$ cat src/rtl/if_pkg.sv
// Shared types and constants for the instruction-fetch stage.
package if_pkg;

  typedef enum logic [1:0] {
    FETCH = 2'd0,
    HOLD  = 2'd1,
    DRAIN = 2'd2
  } fetch_state_t;

  localparam logic [31:0] NOP_INSTR = 32'h0;
  localparam logic [31:0] PC_STEP   = 32'd4;

  function automatic logic [31:0] word_align(input logic [31:0] addr);
    return addr & ~32'h3;
  endfunction

endpackage

$ cat src/rtl/if_fetch_unit_if.sv
// Instruction-memory request bus: req/addr held until ready, rdata valid with req && ready.
interface if_fetch_unit_if;
  logic        imem_req;
  logic [31:0] imem_addr;
  logic        imem_ready;
  logic [31:0] imem_rdata;

  modport master (output imem_req, output imem_addr, input imem_ready, input imem_rdata);
  modport slave  (input imem_req, input imem_addr, output imem_ready, output imem_rdata);
endinterface

$ cat src/rtl/if_hold_buffer.sv
// Skid register for one fetched {PCPlus4, instruction} pair while IF/ID is stalled.
// Clear wins over load; one-cycle load latency.
module if_hold_buffer (
  input  logic        clk,
  input  logic        rst,
  input  logic        i_load,
  input  logic        i_clear,
  input  logic [31:0] i_pcplus4,
  input  logic [31:0] i_instr,
  output logic        o_valid,
  output logic [31:0] o_pcplus4,
  output logic [31:0] o_instr
);

  logic [63:0] r_data;
  logic        r_valid;

  always_ff @(posedge clk) begin
    if (rst || i_clear) begin
      r_valid <= 1'b0;
      r_data  <= 64'h0;
    end else if (i_load) begin
      r_valid <= 1'b1;
      r_data  <= {i_pcplus4, i_instr};
    end
  end

  assign o_valid   = r_valid;
  assign o_pcplus4 = r_data[63:32];
  assign o_instr   = r_data[31:0];

endmodule

$ cat src/rtl/if_fetch_unit.sv
// Instruction-fetch stage feeding IF/ID: owns the PC, buffers a response under IFIDStall, drains a response orphaned by a redirect.
// Optional IF_PERF_CNT_EN adds FetchCount/BubbleCount performance counters.
module if_fetch_unit
  import if_pkg::*;
#(
  parameter logic [31:0] RESET_PC = 32'h0000_0000
) (
  input  logic              clk,
  input  logic              rst,
  input  logic              IFIDStall,
  input  logic              Redirect,
  input  logic [31:0]       RedirectPC,
  if_fetch_unit_if.master   mem,
  output logic [31:0]       PCPlus4_o,
  output logic [31:0]       Instruction_o,
  output logic              FetchValid
`ifdef IF_PERF_CNT_EN
  ,
  output logic [31:0]       FetchCount,
  output logic [31:0]       BubbleCount
`endif
);

  fetch_state_t r_state, w_next_state;
  logic [31:0]  r_pc, w_pc_next;
  logic [31:0]  r_drain_addr, w_drain_next;
  logic [31:0]  w_redirect_pc, w_pc_plus4;
  logic         w_buf_load, w_buf_clear, w_buf_valid;
  logic [31:0]  w_buf_pcplus4, w_buf_instr;

  assign w_redirect_pc = word_align(RedirectPC);
  assign w_pc_plus4    = r_pc + PC_STEP;

  if_hold_buffer u_hold_buffer (
    .clk       (clk),
    .rst       (rst),
    .i_load    (w_buf_load),
    .i_clear   (w_buf_clear),
    .i_pcplus4 (w_pc_plus4),
    .i_instr   (mem.imem_rdata),
    .o_valid   (w_buf_valid),
    .o_pcplus4 (w_buf_pcplus4),
    .o_instr   (w_buf_instr)
  );

  always_ff @(posedge clk) begin
    if (rst) begin
      r_state      <= FETCH;
      r_pc         <= RESET_PC;
      r_drain_addr <= RESET_PC;
    end else begin
      r_state      <= w_next_state;
      r_pc         <= w_pc_next;
      r_drain_addr <= w_drain_next;
    end
  end

  always_comb begin
    w_next_state  = r_state;
    w_pc_next     = r_pc;
    w_drain_next  = r_drain_addr;
    w_buf_load    = 1'b0;
    w_buf_clear   = 1'b0;
    mem.imem_req  = 1'b0;
    mem.imem_addr = r_pc;
    FetchValid    = 1'b0;
    Instruction_o = NOP_INSTR;
    PCPlus4_o     = w_pc_plus4;

    case (r_state)
      FETCH: begin
        mem.imem_req = 1'b1;
        if (Redirect) begin
          w_pc_next = w_redirect_pc;
          // An unanswered request must still complete at its original address.
          if (!mem.imem_ready) begin
            w_drain_next = r_pc;
            w_next_state = DRAIN;
          end
        end else if (mem.imem_ready) begin
          FetchValid    = 1'b1;
          Instruction_o = mem.imem_rdata;
          if (IFIDStall) begin
            w_buf_load   = 1'b1;
            w_next_state = HOLD;
          end else begin
            w_pc_next = w_pc_plus4;
          end
        end
      end

      HOLD: begin
        if (Redirect) begin
          w_buf_clear  = 1'b1;
          w_pc_next    = w_redirect_pc;
          w_next_state = FETCH;
        end else begin
          FetchValid    = w_buf_valid;
          Instruction_o = w_buf_instr;
          PCPlus4_o     = w_buf_pcplus4;
          if (!IFIDStall) begin
            w_buf_clear  = 1'b1;
            w_pc_next    = w_buf_pcplus4;
            w_next_state = FETCH;
          end
        end
      end

      DRAIN: begin
        mem.imem_req  = 1'b1;
        mem.imem_addr = r_drain_addr;
        if (Redirect) begin
          w_pc_next = w_redirect_pc;
        end
        if (mem.imem_ready) begin
          w_next_state = FETCH;
        end
      end

      default: begin
        w_next_state = FETCH;
      end
    endcase

    // Reset abandons any outstanding request and flushes the presented slot.
    if (rst) begin
      mem.imem_req  = 1'b0;
      FetchValid    = 1'b0;
      Instruction_o = NOP_INSTR;
      PCPlus4_o     = w_pc_plus4;
    end
  end

`ifdef IF_PERF_CNT_EN
  logic [31:0] r_fetch_count, r_bubble_count;

  always_ff @(posedge clk) begin
    if (rst) begin
      r_fetch_count  <= 32'h0;
      r_bubble_count <= 32'h0;
    end else begin
      if (FetchValid && !IFIDStall) begin
        r_fetch_count <= r_fetch_count + 32'd1;
      end
      if (!FetchValid) begin
        r_bubble_count <= r_bubble_count + 32'd1;
      end
    end
  end

  assign FetchCount  = r_fetch_count;
  assign BubbleCount = r_bubble_count;
`endif

endmodule

$ cat src/flat_wrapper.sv
// flat-port wrapper written by rule: the top's interface ports become plain ports
module if_fetch_unit_flat import if_pkg::*;
#(
  parameter logic [31:0] RESET_PC = 32'h0000_0000
)
  (clk, rst, IFIDStall, Redirect, RedirectPC, PCPlus4_o, Instruction_o, FetchValid, mem_imem_req, mem_imem_addr, mem_imem_ready, mem_imem_rdata);
  if_fetch_unit_if mem_i ();
  input  logic clk;
  input  logic rst;
  input  logic IFIDStall;
  input  logic Redirect;
  input  logic [31:0] RedirectPC;
  output logic [31:0] PCPlus4_o;
  output logic [31:0] Instruction_o;
  output logic FetchValid;
  output wire logic [$bits(mem_i.imem_req)-1:0] mem_imem_req;
  output wire logic [$bits(mem_i.imem_addr)-1:0] mem_imem_addr;
  input wire logic [$bits(mem_i.imem_ready)-1:0] mem_imem_ready;
  input wire logic [$bits(mem_i.imem_rdata)-1:0] mem_imem_rdata;
  assign mem_imem_req = mem_i.imem_req;
  assign mem_imem_addr = mem_i.imem_addr;
  assign mem_i.imem_ready = mem_imem_ready;
  assign mem_i.imem_rdata = mem_imem_rdata;
  if_fetch_unit #(.RESET_PC(RESET_PC)) u_core (.clk(clk), .rst(rst), .IFIDStall(IFIDStall), .Redirect(Redirect), .RedirectPC(RedirectPC), .mem(mem_i), .PCPlus4_o(PCPlus4_o), .Instruction_o(Instruction_o), .FetchValid(FetchValid));
endmodule
$ cat config.mk
export PLATFORM = sky130hd
export DESIGN_NAME = if_fetch_unit_flat
export DESIGN_NICKNAME = d
export VERILOG_FILES = /design/src/rtl/if_pkg.sv /design/src/rtl/if_fetch_unit_if.sv /design/src/rtl/if_hold_buffer.sv /design/src/rtl/if_fetch_unit.sv /design/src/flat_wrapper.sv
export SDC_FILE = /design/constraint.sdc
export NUM_CORES = 1
export LEC_CHECK = 0
export BUFFER_PORTS_ARGS = -buffer_cell sky130_fd_sc_hd__buf_2
export CAP_MARGIN = 15
export CORE_ASPECT_RATIO = 0.7
export CORE_UTILIZATION = 30
export DETAILED_ROUTE_END_ITERATION = 10
export HOLD_SLACK_MARGIN = 0.03
export PLACE_DENSITY = 0.47
export RECOVER_POWER = 100
export SKIP_CTS_REPAIR_TIMING = 1
export SLEW_MARGIN = 5
export SYNTH_ARGS = -nofsm -noshare
export SYNTH_HDL_FRONTEND = slang
export SYNTH_SLANG_ARGS = --single-unit
$ cat constraint.sdc
create_clock -name clk -period 3.1 [get_ports clk]
set_input_delay 0.62 -clock clk [delete_from_list [all_inputs] [get_ports clk]]
set_output_delay 0.62 -clock clk [all_outputs]
set_load 0.02 [all_outputs]
Word-level counts from Yosys, hierarchy flattened --
Cells that the tools add are included. Widths: inputs -> output; s select.
Storage, ports and cells: flip-flop bits (word level) 131, bits of input ports 69, output and inout port bits 98, word-level logic and storage cells 61
Cells by class: reductions and logical operators 7, equal/unequal tests 9, mux-type cells 38, add/subtract/negate cells 1, bitwise logic cells 1
Operators by type and width (count):
- $mux 32 | 14
- $pmux 32 s3 | 1
- $pmux 32 s2 | 1
- $add 32x3->32 const B | 1
- $ne 3x3->1 const B | 5
- $mux 2 | 7
- $mux 1 | 13
- $reduce_and 5->1 | 2
- $pmux 2 s3 | 1
- $ne 2x2->1 const B | 2
- $reduce_and 3->1 | 1
- $reduce_bool 3->1 | 1
- $eq 2x1->1 const B | 1
- $eq 2x2->1 const B | 1
- $logic_not 2->1 | 1
- $pmux 1 s2 | 1
- $reduce_or 2->1 | 1
- $logic_or 1x1->1 | 1
- $not 1->1 | 1

Depth between registers and ports, before layout --
word-level depth 5, mapped depth 10, gate-level depth less buffers 7

Cells and area by module --
A second synthesis with hierarchy kept.
Unflattened totals: cells, all modules 954, area, all modules 7841.3 um2
Modules (own cells, without submodules):
- if_fetch_unit | area each 5501.5 um2, instances 1, sequential area each 1321.3 um2, cells an instance 744
- if_hold_buffer | area each 2339.7 um2, instances 1, sequential area each 1301.2 um2, cells an instance 210

Worst setup path after synthesis --
Ideal clock, no wire load.
kind register to output, from reg u_core.r_state[1], to out Instruction_o[10], path buffers 3, data arrival time 2078 ps, data required time 2480 ps, slack 402 ps, stages on the path, launching flop included 9, cell sequence dfxtp_1 -> inv_1 -> ha_1 -> clkbuf_1 -> nor2b_1 -> clkbuf_1 -> buf_1 -> a22oi_1 -> nor2_1
On the way: cells in the longest elaborated chain, start to end 3, elaborated cells on any way between the ends 4, those cells by class eq/ne (1); mux (2); reduce/logical (1)
RTL lines:
- start, declared | line if_fetch_unit.sv:24 | fetch_state_t r_state, w_next_state;
- start signal, assigned | line if_fetch_unit.sv:52 | r_state <= w_next_state;
- $eq 2x1->1 or $logic_not 2->1 (tied branches) | line if_fetch_unit.sv:70 | case (r_state)
- $pmux 32 s2 * | line if_fetch_unit.sv:70
- $mux 32 * | line if_fetch_unit.sv:126 | if (rst) begin
- end, declared | line flat_wrapper.sv:14 | output logic [31:0] Instruction_o;
Every way passes the cells marked *; elsewhere a longest branch is shown, timed or not.

Worst setup path in the final report --
from reg u_core.r_pc[13], to out PCPlus4_o[30]
On the way: cells in the longest elaborated chain, start to end 4
RTL lines:
- start, declared | line if_fetch_unit.sv:25 | logic [31:0] r_pc, w_pc_next;
- start signal, assigned | line if_fetch_unit.sv:53 | r_pc <= w_pc_next;
- $add 32x3->32 * | line if_fetch_unit.sv:32 | assign w_pc_plus4 = r_pc + PC_STEP;
- $mux 32 | line if_fetch_unit.sv:93 | if (Redirect) begin
- $mux 32 | line if_fetch_unit.sv:70
- $mux 32 * | line if_fetch_unit.sv:126
- end, declared | line flat_wrapper.sv:13 | output logic [31:0] PCPlus4_o;
Marked as above.

==> summary.md <==
| Metric | Value |
|---|---|
| First-pass GRT wire length | 40,900 um |
| Drt via density | 5.15 |
| Synth Area per Inst | 7.44 um2 |
| First drt pass iteration count | 6 |
| Synth top area cells | dfxtp_1, a21oi_1, nand2_1 |
| DRT Wirelength | 26,900 um |
| Asr flop ratio synth | 0% |
| Final-stage net count | 1,231 |
| Tcrit/Tclk final | 103% |
| Largest net degree at the start of global routing | 65 |
| Post-DRT Antenna Nets | 0 |
| Pin slew with the least headroom to its limit | between 1000 and 1500 ps |
| Worst-Skew Late Latency | about 430 ps |
| F_max | 312 MHz |
| Layout cell share with drive strength beyond 1 | 27.1% |
| DR WL/cell | about 18 um |
| Post-synthesis cell count | 1,016 |
| GR Util All Layers | roughly 21% |
| Clk_skew | 12.2 ps |
| Critical Path Sink Type | output port |
| Num rows | 48 |
| Hold Path Class | input port to flip-flop |
| CP startpoint kind | flip-flop |
| Hold Path Sink | u_core.u_hold_buffer.r_data[17]$_SDFFE_PP0P_ |
| Setup crit start | u_core.r_pc[13]$_SDFFE_PP0P_ |
| Maximum vdd drop | between 300 and 400 uV |
| CTS tree | built |
| Post-Route Setup TNS | -401 ps |
| Leak | between 0.003 and 0.004 uW |
| Share of Yosys cell area claimed by the top area cell type | 34.7% |
| Gate power share | 23.7% |
| N_diodes | 0 |
| Starting density of the core | 30.6% |
| Commonest cells after routing, fill and taps aside | nand2_1, a21oi_1, buf_2, dfxtp_1, nor2_1 |
| Area Overhead vs Synth | 27.3% |
| Clock Root Buffer | clkbuf_16 |
| IO Pins | roughly 170 |
| Ys Warns | 0 |
| Worst reg2reg setup slack | 160 ps |
| Worst hold path cell count | 3 |
| Crit Reg-Reg Endpoint | u_core.u_hold_buffer.r_data[36]$_SDFFE_PP0P_ |
| Die width | 192 um |
| Dominant cell type by area after synthesis | dfxtp_1 |
| RR Startpoint | u_core.r_state[1]$_SDFFE_PP0P_ |
| Vias post-DR | a little under 8,000 |
| Post-synth EDFFs | 0 |
| Final Slew Violations | 0 |
| P_sw | 1740 uW |
| Core outline area | 24,700 um2 |
| Initial DRC count | 569 |
| Distinct cells, synth | 60 |
| Worst Path Arrival | 2580 ps |
| CP Class | flip-flop to output port |
| Clk slew on worst S/H paths | 60 ps |
| H-tree Lvls | 4 |
| Post-DP HPWL | 18,100 um |
| Most common cell after layout, fill and taps aside | nand2_1 |
| Final Hold Slack | 432 ps |
| HP Start | mem_imem_rdata[17] |
| Clock Path Buffers | 2 |
| R2R depth | 8 |
| TritonCTS Buffers | 17 |
| Worst EP required | 2480 ps |
| Switching share of power | approximately 32% |
| Input/output buffers | 164 |
| Clk pwr share | 40.9% |
| Sequential power share | 35.4% |
| Pwr/cell area | about 560 nW/um2 |
| Outcome | finished, violations left |
| Seq cells post-synth | 131 |
| Initial antenna violation count | 0 |
| Max-capacitance violation count | 0 |
| Final WS setup | -104 ps |
| Failing checks | setup timing |
| RSZ-0062 raised after global routing | yes |
| Synth Flop Type | dfxtp_1 |
| Slew HR | 28.7% |
| GP Congestion | 0.786 |
| Sequential area share after synthesis | 34.7% |
| CTS sink count | 131 |
| Die Area | 25,900 um2 |
| Int Pwr | between 3000 and 4000 uW |
| Synth Net Count | about 1,100 |
| Final Hold Fails | 0 |
| Die Y | 135 um |
| Crit-path max FO | 8 |
| Vias in the first global route | 6,907 |
| Remaining DRCs | 0 |
| # setup viols final | 14 |
| GR Overflow Total | 0 |
| Post-layout min period | 3200 ps |
| Synthesized area | 7560 um2 |
## synth_stat cells, types with 5 or more instances
cell type  number
a21oi_1       169
mux2_2         34
xnor2_1        20
a21o_1          7
clkbuf_1       65
xor2_1          8
a22o_1         13
buf_2          17
nand4_1        11
a22oi_1        45
nand2_1       196
nor4_4          5
o21ai_0        32
mux2i_1         8
buf_1          18
inv_1          11
nor2_1         95
a31oi_1        10
a211oi_1       13
nor4_1          7
dfxtp_1       131
nand3_1        14
## layer usage
| layer | vias to the layer above | routed length [um] | global-route usage [%] |
|---|---|---|---|
| li1 | 3868 | - | - |
| met1 | 3639 | 14400 | 32.8 |
| met2 | 193 | 11000 | 28.2 |
| met3 | 10 | 1310 | 3.79 |
| met4 | 0 | 176 | 4.89 |
| met5 | - | 0 | 0 |
## layout make-up
type | count | area [um2]
Sequential cell | 131 | 2640
Fill cell | 2600 | 15100
Tap cell | 325 | 407
Clock inverter | 13 | 184
Clock buffer | 19 | 443
Multi-Input combinational cell | 771 | 4600
Timing Repair Buffer | 226 | 1310
Inverter | 11 | 41.3
## power groups by stage
stage	Combinational (uW)	Sequential [uW]	Clock (uW)
floorplan	847	1870	0
global placement	1270	1920	0
detailed placement	1270	1920	0
CTS	1280	1890	2250
global route	1380	1910	2320
finish	1270	1900	2190
## stage by stage
| stage | area, um2 | setup slack, ps | std cells | utilization, % | total power [uW] |
|---|---|---|---|---|---|
| final | 9620 | -104 | 1496 | 39.0 | 5360 |
| after global routing | 9620 | -202 | 1496 | 39.0 | 5610 |
| after CTS | 9480 | -228 | 1486 | 38.4 | 5420 |
| after detailed placement | 8850 | 241 | 1454 | 35.9 | 3190 |
| after global placement | 8850 | 246 | 1454 | 35.9 | 3190 |
| after floorplan | 7560 | 402 | 1016 | - | 2720 |
## flip-flops by register name, indices dropped and copies added (netlist names)
name                          flops
u_core.u_hold_buffer.o_valid      1
u_core.r_state                    2
u_core.r_pc                      32
u_core.r_drain_addr              32
u_core.u_hold_buffer.r_data      64
## critical path, stage by stage (launching register included)
cell and delay (ps):
dfxtp_2 360, nand4_4 150, or4_4 640, buf_6 160
nor4_4 410, xnor2_2 140, a21oi_1 140, buf_4 150
## cell families after synthesis
| group | Yosys count | synth area share, % |
|---|---|---|
| AND/OR/NAND/NOR | 370 | 22.7 |
| AO/OA/AOI/OAI | 327 | 26.5 |
| flip-flops | 131 | 34.7 |
| buffers and inverters | 114 | 6.14 |
| multiplexers | 42 | 6.12 |
| XOR/XNOR | 28 | 3.24 |
| adder cells (fa/ha/maj) | 4 | 0.662 |
## how the worst max path moves through the flow
stage	slack, ps	end	depth (start not counted)
after floorplan	400	Instruction_o[10]	8
after global placement	250	PCPlus4_o[27]	6
after detailed placement	240	PCPlus4_o[28]	7
after CTS	-230	PCPlus4_o[27]	6
after global routing	-200	PCPlus4_o[30]	7
final	-100	PCPlus4_o[30]	7
No activity file was read; power rests on OpenSTA's default activity.
